$ cat src/rtl/multi_way_traffic_controller.sv
// multi_way_traffic_controller
// Round-robin signal controller for N_ROADS approaches. Each road gets a green
// that lasts at least GREEN_MIN cycles. The green is extended while the road
// still has demand, but never beyond GREEN_MAX cycles once another road is
// waiting. Every green ends with YELLOW_T cycles of yellow and then ALLRED_T
// cycles of all-red. An emergency request preempts the current green and
// selects the next road directly.
module multi_way_traffic_controller #(
  parameter int N_ROADS   = 4,
  parameter int GREEN_MIN = 5,
  parameter int GREEN_MAX = 12,
  parameter int YELLOW_T  = 2,
  parameter int ALLRED_T  = 1,
  parameter int CNT_W     = 8,
  localparam int RW = (N_ROADS > 1) ? $clog2(N_ROADS) : 1
) (
  input  logic                 clk,
  input  logic                 reset,
  input  logic [N_ROADS-1:0]   demand,
  input  logic                 emerg_req,
  input  logic [RW-1:0]        emerg_road,
  output logic [2*N_ROADS-1:0] lights,
  output logic [RW-1:0]        active_road,
  output logic [1:0]           phase
);

  typedef enum logic [1:0] {
    ST_GREEN   = 2'b00,
    ST_YELLOW  = 2'b01,
    ST_ALL_RED = 2'b10
  } state_t;

  // Each phase ends on the cycle in which the timer holds "length - 1".
  localparam logic [CNT_W-1:0] GREEN_MIN_LAST = CNT_W'(GREEN_MIN - 1);
  localparam logic [CNT_W-1:0] GREEN_MAX_LAST = CNT_W'(GREEN_MAX - 1);
  localparam logic [CNT_W-1:0] YELLOW_LAST    = CNT_W'(YELLOW_T - 1);
  localparam logic [CNT_W-1:0] ALLRED_LAST    = CNT_W'(ALLRED_T - 1);
  localparam logic [CNT_W-1:0] TIMER_SAT      = {CNT_W{1'b1}};

  state_t               state_r;
  state_t               state_nxt;
  logic [CNT_W-1:0]     timer_r;
  logic [CNT_W-1:0]     timer_nxt;
  logic [N_ROADS-1:0]   pending_r;
  logic [N_ROADS-1:0]   pending_nxt;
  logic [RW-1:0]        active_r;
  logic [RW-1:0]        active_nxt;
  logic [2*N_ROADS-1:0] lights_r;

  logic [RW-1:0]        emerg_tgt;
  logic [RW-1:0]        scan_road;
  logic                 scan_found;

  // Light pattern for a given phase and owning road. Only the owner is lit.
  function automatic logic [2*N_ROADS-1:0] decode_lights(input state_t st,
                                                         input logic [RW-1:0] road);
    logic [2*N_ROADS-1:0] l;
    l = '0;
    for (int i = 0; i < N_ROADS; i++) begin
      if (RW'(i) == road) begin
        case (st)
          ST_GREEN:  l[2*i +: 2] = 2'b10;
          ST_YELLOW: l[2*i +: 2] = 2'b01;
          default:   l[2*i +: 2] = 2'b00;
        endcase
      end else begin
        l[2*i +: 2] = 2'b00;
      end
    end
    return l;
  endfunction

  // Map an out-of-range emergency target onto road 0.
  always_comb begin
    if (int'(emerg_road) < N_ROADS) begin
      emerg_tgt = emerg_road;
    end else begin
      emerg_tgt = '0;
    end
  end

  // Round-robin search for the first pending road after the active one.
  // If any road is found, it also means another road is waiting.
  always_comb begin
    int idx;
    idx        = 0;
    scan_found = 1'b0;
    scan_road  = active_r;
    for (int k = 1; k < N_ROADS; k++) begin
      idx = int'(active_r) + k;
      if (idx >= N_ROADS) begin
        idx = idx - N_ROADS;
      end else begin
        idx = idx;
      end
      if (!scan_found && pending_r[idx]) begin
        scan_found = 1'b1;
        scan_road  = RW'(idx);
      end else begin
        scan_found = scan_found;
      end
    end
  end

  // Next-state logic: demand capture, phase sequencing, road selection and timer.
  always_comb begin
    state_nxt   = state_r;
    active_nxt  = active_r;
    pending_nxt = pending_r;
    timer_nxt   = timer_r;

    // Record demand for every road except the one that is currently green.
    for (int i = 0; i < N_ROADS; i++) begin
      if (demand[i] && !(state_r == ST_GREEN && active_r == RW'(i))) begin
        pending_nxt[i] = 1'b1;
      end else begin
        pending_nxt[i] = pending_r[i];
      end
    end

    case (state_r)
      ST_GREEN: begin
        if (emerg_req) begin
          // Preempt immediately if another road is requested, otherwise hold.
          if (emerg_tgt != active_r) begin
            state_nxt = ST_YELLOW;
          end else begin
            state_nxt = ST_GREEN;
          end
        end else if (timer_r >= GREEN_MIN_LAST && scan_found &&
                     (!demand[active_r] || timer_r >= GREEN_MAX_LAST)) begin
          state_nxt = ST_YELLOW;
        end else begin
          state_nxt = ST_GREEN;
        end
      end
      ST_YELLOW: begin
        if (timer_r >= YELLOW_LAST) begin
          state_nxt = ST_ALL_RED;
        end else begin
          state_nxt = ST_YELLOW;
        end
      end
      ST_ALL_RED: begin
        if (timer_r >= ALLRED_LAST) begin
          state_nxt = ST_GREEN;
          // The emergency target is sampled on the cycle the clearance ends.
          if (emerg_req) begin
            active_nxt = emerg_tgt;
          end else if (scan_found) begin
            active_nxt = scan_road;
          end else begin
            active_nxt = active_r;
          end
          // Entering green clears that road's request. This clear overrides a
          // set from the same cycle.
          pending_nxt[active_nxt] = 1'b0;
        end else begin
          state_nxt = ST_ALL_RED;
        end
      end
      default: begin
        state_nxt  = ST_GREEN;
        active_nxt = '0;
      end
    endcase

    // The timer restarts at 0 in every new phase and saturates instead of wrapping.
    if (state_nxt != state_r) begin
      timer_nxt = '0;
    end else if (timer_r != TIMER_SAT) begin
      timer_nxt = timer_r + CNT_W'(1);
    end else begin
      timer_nxt = timer_r;
    end
  end

  // State registers with synchronous active-low reset. Lights are registered
  // from the next state so that they always match phase and active_road.
  always_ff @(posedge clk) begin
    if (!reset) begin
      state_r   <= ST_GREEN;
      timer_r   <= '0;
      pending_r <= '0;
      active_r  <= '0;
      lights_r  <= decode_lights(ST_GREEN, '0);
    end else begin
      state_r   <= state_nxt;
      timer_r   <= timer_nxt;
      pending_r <= pending_nxt;
      active_r  <= active_nxt;
      lights_r  <= decode_lights(state_nxt, active_nxt);
    end
  end

  assign lights      = lights_r;
  assign active_road = active_r;
  assign phase       = state_r;

endmodule

$ cat config.mk
export PLATFORM = sky130hd
export DESIGN_NAME = multi_way_traffic_controller
export DESIGN_NICKNAME = d
export VERILOG_FILES = /design/src/rtl/multi_way_traffic_controller.sv
export SDC_FILE = /design/constraint.sdc
export NUM_CORES = 1
export LEC_CHECK = 0
export ABC_AREA = 1
export ABC_CLOCK_PERIOD_IN_PS = 2000
export CAP_MARGIN = 20
export CORE_ASPECT_RATIO = 1.5
export CORE_MARGIN = 2
export CORE_UTILIZATION = 49
export CTS_CLUSTER_DIAMETER = 120
export DETAILED_ROUTE_END_ITERATION = 10
export PLACE_DENSITY = 0.76
export SYNTH_ARGS = -nofsm -noshare
export SYNTH_HDL_FRONTEND = slang
export SYNTH_SLANG_ARGS = --single-unit
$ cat constraint.sdc
create_clock -name clk -period 2 [get_ports clk]
set_input_delay 0.3 -clock clk [delete_from_list [all_inputs] [get_ports clk]]
set_output_delay 0.3 -clock clk [all_outputs]
set_load 0.005 [all_outputs]
==> results of run 1 <==
-- final timing paths --
path	from	end	slack, ps	depth (start not counted)
worst max-delay path	active_road[1]	lights[0]	180	12
worst min-delay path	timer_r[5]	timer_r[5]	570	2
worst max register to register	active_road[1]	lights[0]	180	12
worst min register to register	timer_r[5]	timer_r[5]	570	2
-- Yosys cell counts --
library cell,instances,area [um^2]
a21oi_1,9,45.0
a21oi_2,1,8.76
buf_4,1,7.51
buf_6,2,22.5
clkinv_1,1,3.75
dfxtp_1,24,480
ha_1,8,100
inv_1,27,101
inv_2,2,7.51
inv_4,1,6.26
nand2_1,39,146
nand2_2,10,62.6
nand2_4,2,22.5
nand3_1,19,95.1
nand3_2,5,50.1
nand3_4,1,17.5
nand4_1,4,25.0
nor2_1,27,101
nor2_2,1,6.26
nor3_1,2,10.0
nor3_2,5,50.1
nor4_2,1,12.5
o2111ai_4,1,26.3
o211ai_1,1,7.51
o21ai_0,8,40.0
or2_2,1,6.26
xnor2_1,1,8.76
xor2_1,3,26.3
-- registers in the layout, indices dropped and copies added, names as in the netlist --
name         cells
phase            2
pending_r        4
timer_r          8
active_road      2
lights           8
-- stage by stage --
stage          utilization [%]  setup WS (ps)  power, mW
3_3_place_gp              60.0            187      0.816
3_5_place_dp              60.0            149      0.822
4_1_cts                   62.4            127       1.25
5_1_grt                   62.5           8.47       1.31
2_1_floorplan                -           27.9      0.732
6_report                  62.5            176       1.24
-- cell usage in the layout (no fill, tap or decap) --
| master | count |
|---|---|
| a21oi_1 | 9 |
| a21oi_2 | 1 |
| buf_4 | 4 |
| bufinv_16 | 1 |
| clkbuf_8 | 3 |
| clkdlybuf4s50_1 | 20 |
| clkinv_1 | 1 |
| dfxtp_1 | 23 |
| dfxtp_2 | 1 |
| ha_1 | 7 |
| ha_2 | 1 |
| inv_1 | 27 |
| inv_2 | 2 |
| inv_4 | 1 |
| nand2_1 | 39 |
| nand2_2 | 10 |
| nand2_4 | 2 |
| nand3_1 | 19 |
| nand3_2 | 5 |
| nand3_4 | 1 |
| nand4_1 | 4 |
| nor2_1 | 27 |
| nor2_2 | 1 |
| nor3_1 | 2 |
| nor3_2 | 5 |
| nor4_2 | 1 |
| o2111ai_4 | 1 |
| o211ai_1 | 1 |
| o21ai_0 | 7 |
| o21ai_1 | 1 |
| or2_2 | 1 |
| xnor2_1 | 1 |
| xor2_1 | 3 |
-- logic make-up (layout without fill, tap and decap cells) --
logic type | after synthesis | count (layout) | synth area share [%]
XOR/XNOR | 4 | 4 | 2.34
flip-flops | 24 | 24 | 32.1
buffers and inverters | 34 | 59 | 9.94
AO/OA/AOI/OAI | 20 | 20 | 8.52
AND/OR/NAND/NOR | 117 | 117 | 40.4
adder cells (fa/ha/maj) | 8 | 8 | 6.68
-- tightest hold or removal path, delay by kind of cell (launching register included) --
| family | cells | cell delay [ps] |
|---|---|---|
| flip-flops | 1 | 370 |
| XOR/XNOR | 1 | 80 |
| AND/OR/NAND/NOR | 1 | 90 |
-- per-layer routing --
layer / vias up / share of wire (%)
li1: 709 / -
met1: 589 / 40
met2: 32 / 52
met3: 13 / 2.5
met4: 0 / 4.9
met5: - / 0
-- report_power, final --
part / switching [mW] / total (mW) / internal, mW
combinational: 0.175 / 0.290 / 0.115
sequential: 0.0201 / 0.523 / 0.503
clock: 0.162 / 0.430 / 0.268
-- cell type report --
class / instances / share of cell area (%)
Clock inverter: 1 / 1.65
Inverter: 31 / 6.52
Clock buffer: 3 / 2.27
Timing Repair Buffer: 24 / 12.6
Multi-Input combinational cell: 149 / 47.8
Sequential cell: 24 / 26.4
Tap cell: 39 / 2.68
==> impl_metrics.yaml, run 1 <==
detailed_routing:
  ant_nets: 0
  via_per_inst: 4.96
  wl_um: 3300
  drc: 0
  vias: 1343
  wire_per_inst_um: 12.2
  drt_pass1_iterations: 4
  drt_iter0_drc: 30
final_layout:
  drive_gt1_share_pct: 17.7
  final_area_um2: 1820
  multi_input_area_um2: 871
  antenna_cells: 0
  regArea_um2: 482
  area_growth_pct: 21.6
  instances_no_fill: 271
  fillCellCount: 273
  final_net_count: 250
placed_design:
  portBuffers: 20
  place_congestion: 0.984
  placed_cell_area_um2: 1750
  place_inst: 267
  dp_hpwl_um: 2640
floorplan:
  ios: 21
  initial_utilization_pct: 51.4
  dieHeight_um: 71.7
  core_region_area_um2: 2910
  std_cell_rows: 24
  die-area_um2: 3520
  die_x_um: 49.1
synthesis:
  yosys_register_bits: 24
  synth_area_um2: 1500
  synth_nets: 224
  ys_types: 28
  syn_inst: 207
  avgSynthCellArea_um2: 7.24
  seq_area_frac_synth_pct: 32.1
  ys_warn_count: 0
run_status:
  status: "complete, no violations"
grt:
  grtUsageMet2_pct: 36.9
  antenna_found_initial: 0
  grt_usage_pct: 20.8
  grt_pass1_vias: 1319
  busiest_layer: "met2"
  grtUsageMet1_pct: 23.7
  grt_start_max_net_pins: 15
  grt_overflow: 0
  grt_first_pass_wirelength_um: 5690
  gr-usage-met3_pct: 1.88
critical_path:
  slowest_delay_ps: 360
  cp.required_ps: 2200
  cp_max_fo: 5
  crit_arrival_ps: 2020
  crit_slowest_cell: "ha_2"
  crit_type: "flop to flop"
  critPathLaunchType: "flop"
  cp_cell_sequence: "inv_1 -> ha_2 -> inv_1 -> nand2_1 -> nand2_1 -> inv_2 -> nand3_1 -> nand2_1 -> nand3_1 -> nand3_2 -> nand3_1 -> nor3_2"
  end_kind: "flop"
  cpLargestDelayFamily: "simple AND/OR/NAND/NOR gates"
  crit_buf_inv: 3
clocking:
  cts_sinks: 24
  cts_resized: 0
  hold_buffers: 0
  tritoncts: "built"
  postCtsSetupRepairBufs: 0
  clk_pin_slew_ps: 90
  clk_latency_ps: 270
  clockRootBuffer: "clkbuf_8"
  cts.path.max_buffers: 2
  cts_max_level: 1
  cts_buffers: 3
sta:
  skew_ps: 7.99
  slew_violations: 0
  fmax_mhz: 548
  setup-tns-final_ps: 0
  rsz0062_at_grt: "false"
  worstMarginPinSlew_ps: 528
  hold_viol: 0
  period_needed_ps: 1820
  finalSetupViolCount: 0
  period_share_pct: 91.2
  hold_ws_ps: 574
  max-slew-margin-rel_pct: 64.6
power_and_ir_drop:
  p_leak_nw: 0.792
  p_per_area_nw_per_um2: 682
  ir_drop_uv: 413
min_path:
  hold_class: "flop to flop"
job:
  max_cap_violations: 0
(Power assumes the default switching activity.)
==> inputs of run 2 (changes only) <==
--- a/config.mk
+++ b/config.mk
@@ -10,10 +10,12 @@
 export CAP_MARGIN = 20
 export CORE_ASPECT_RATIO = 1.5
 export CORE_MARGIN = 2
-export CORE_UTILIZATION = 49
+export CORE_UTILIZATION = 56
 export CTS_CLUSTER_DIAMETER = 120
 export DETAILED_ROUTE_END_ITERATION = 10
-export PLACE_DENSITY = 0.76
+export DONT_BUFFER_PORTS = 1
+export PLACE_DENSITY = 0.74
+export SLEW_MARGIN = 20
 export SYNTH_ARGS = -nofsm -noshare
 export SYNTH_HDL_FRONTEND = slang
 export SYNTH_SLANG_ARGS = --single-unit
==> impl_metrics.yaml, run 2 (same netlist as run 1, synthesis figures left out) <==
placed_design:
  portBuffers: 0
  dp_hpwl_um: 2580
  place_inst: 245
  place_congestion: 0.950
  placed_cell_area_um2: 1540
critical_path:
  crit_arrival_ps: 1940
  cp.required_ps: 2200
  crit_type: "flop to flop"
  end_kind: "flop"
  critPathLaunchType: "flop"
  cp_max_fo: 5
floorplan:
  ios: 21
  die-area_um2: 3110
  std_cell_rows: 23
  dieHeight_um: 67.3
  initial_utilization_pct: 57.2
  die_x_um: 46.2
  core_region_area_um2: 2620
sta:
  max-slew-margin-rel_pct: 69.3
  setup-tns-final_ps: 0
  period_needed_ps: 1740
  slew_violations: 0
  hold_viol: 0
  hold_ws_ps: 95.1
  fmax_mhz: 576
  finalSetupViolCount: 0
  period_share_pct: 86.8
  rsz0062_at_grt: "false"
  worstMarginPinSlew_ps: 456
  skew_ps: 11.2
final_layout:
  fillCellCount: 247
  final_area_um2: 1630
  antenna_cells: 0
  fin_util_pct: 62.2
  instances_no_fill: 249
  drive_gt1_share_pct: 19.3
  area_growth_pct: 8.77
  layout_commonest_cell: "nand2_1"
  mostFrequentLayoutCells: "nand2_1 (39), inv_1 (27), nor2_1 (27), dfxtp_1 (23), nand3_1 (19)"
  final_net_count: 230
detailed_routing:
  drt_pass1_iterations: 4
  wire_per_inst_um: 12.9
  drt_iter0_drc: 46
  wl_um: 3210
  vias: 1315
  ant_nets: 0
  drc: 0
  via_per_inst: 5.28
power_and_ir_drop:
  p_per_area_nw_per_um2: 736
  pwr-share-clk_pct: 36.1
  sw_frac_of_total_pct: 28.7
  switchingPower_mw: 0.344
  internal-power_mw: 0.855
  p_leak_nw: 0.721
  power_frac_seq_pct: 43.8
  ir_drop_uv: 509
  combPwrFrac_pct: 20.1
run_status:
  status: "complete, no violations"
clocking:
  clockRootBuffer: "clkbuf_8"
  cts_max_level: 1
  clk_latency_ps: 280
  tritoncts: "built"
  cts_sinks: 24
  clk_pin_slew_ps: 90
  cts_buffers: 3
  cts.path.max_buffers: 2
  hold_buffers: 0
grt:
  grt_start_max_net_pins: 15
  grt_pass1_vias: 1255
  grt_first_pass_wirelength_um: 5250
  grt_usage_pct: 23.4
  antenna_found_initial: 0
  grt_overflow: 0
min_path:
  hold_class: "primary input to flop"
job:
  max_cap_violations: 0
==> run 2: cell count changes in the layout (fill, tap and decap cells not counted) <==
cell	change
ha_4	+1
ha_2	-1
o21ai_1	-1
clkdlybuf4s50_1	-20
o21ai_0	+1
==> run 2: area by class of cell <==
| type | count | area (um^2) | area share (%) |
|---|---|---|---|
| clock buffers | 3 | 41.3 | 2.53 |
| multi-input cells | 149 | 881 | 54.1 |
| flip-flops and latches | 24 | 482 | 29.6 |
| repair buffers | 4 | 30.0 | 1.84 |
| well taps | 37 | 46.3 | 2.84 |
| inverters | 31 | 119 | 7.30 |
| clock inverters | 1 | 30.0 | 1.84 |
==> run 2: per-layer routing <==
layer	track usage, %	share of wire [%]
met5	0	0
met1	25.1	39
met4	9.64	1.9
met2	43.1	55
met3	3.74	3.7
==> run 2: path summary, 6_finish.rpt <==
kind                       start      endpoint  slack [ps]  cells past startpoint
hold reg to reg     pending_r[3]  pending_r[3]         570                      2
setup reg to reg  active_road[1]     lights[3]         260                     12
hold / removal             reset     lights[1]         100                      1
setup / recovery  active_road[1]     lights[3]         260                     12
==> run 2: worst max-delay path, cell delays in order (launching register included) <==
cell and delay [ps]:
dfxtp_1 340, inv_1 80, ha_4 290, inv_1 70, nand2_1 80, nand2_1 80, inv_2 80, nand4_1 80
nand3_1 130, nand3_2 100, nand2_2 130, nand2_2 90, nor3_2 100
==> run 2: power groups by stage <==
stage	clock network, mW	logic (mW)	registers (mW)
after floorplan	0	0.201	0.531
after global placement	0	0.230	0.536
after detailed placement	0	0.237	0.538
after CTS	0.438	0.238	0.527
after global routing	0.458	0.273	0.530
final	0.433	0.241	0.526
==> run 2: stage by stage <==
| step | worst slack [ps] | total power [mW] |
|---|---|---|
| after floorplan | 27.9 | 0.732 |
| after global routing | 73.3 | 1.26 |
| after global placement | 205 | 0.766 |
| after CTS | 160 | 1.20 |
| final | 263 | 1.20 |
| after detailed placement | 193 | 0.775 |
==> run 2: what timing repair did <==
action                                  CTS  global route
gates resized for setup                   0             2
endpoints found under the hold margin     0             0
setup buffers                             0             0
endpoints found under the setup margin    0            17
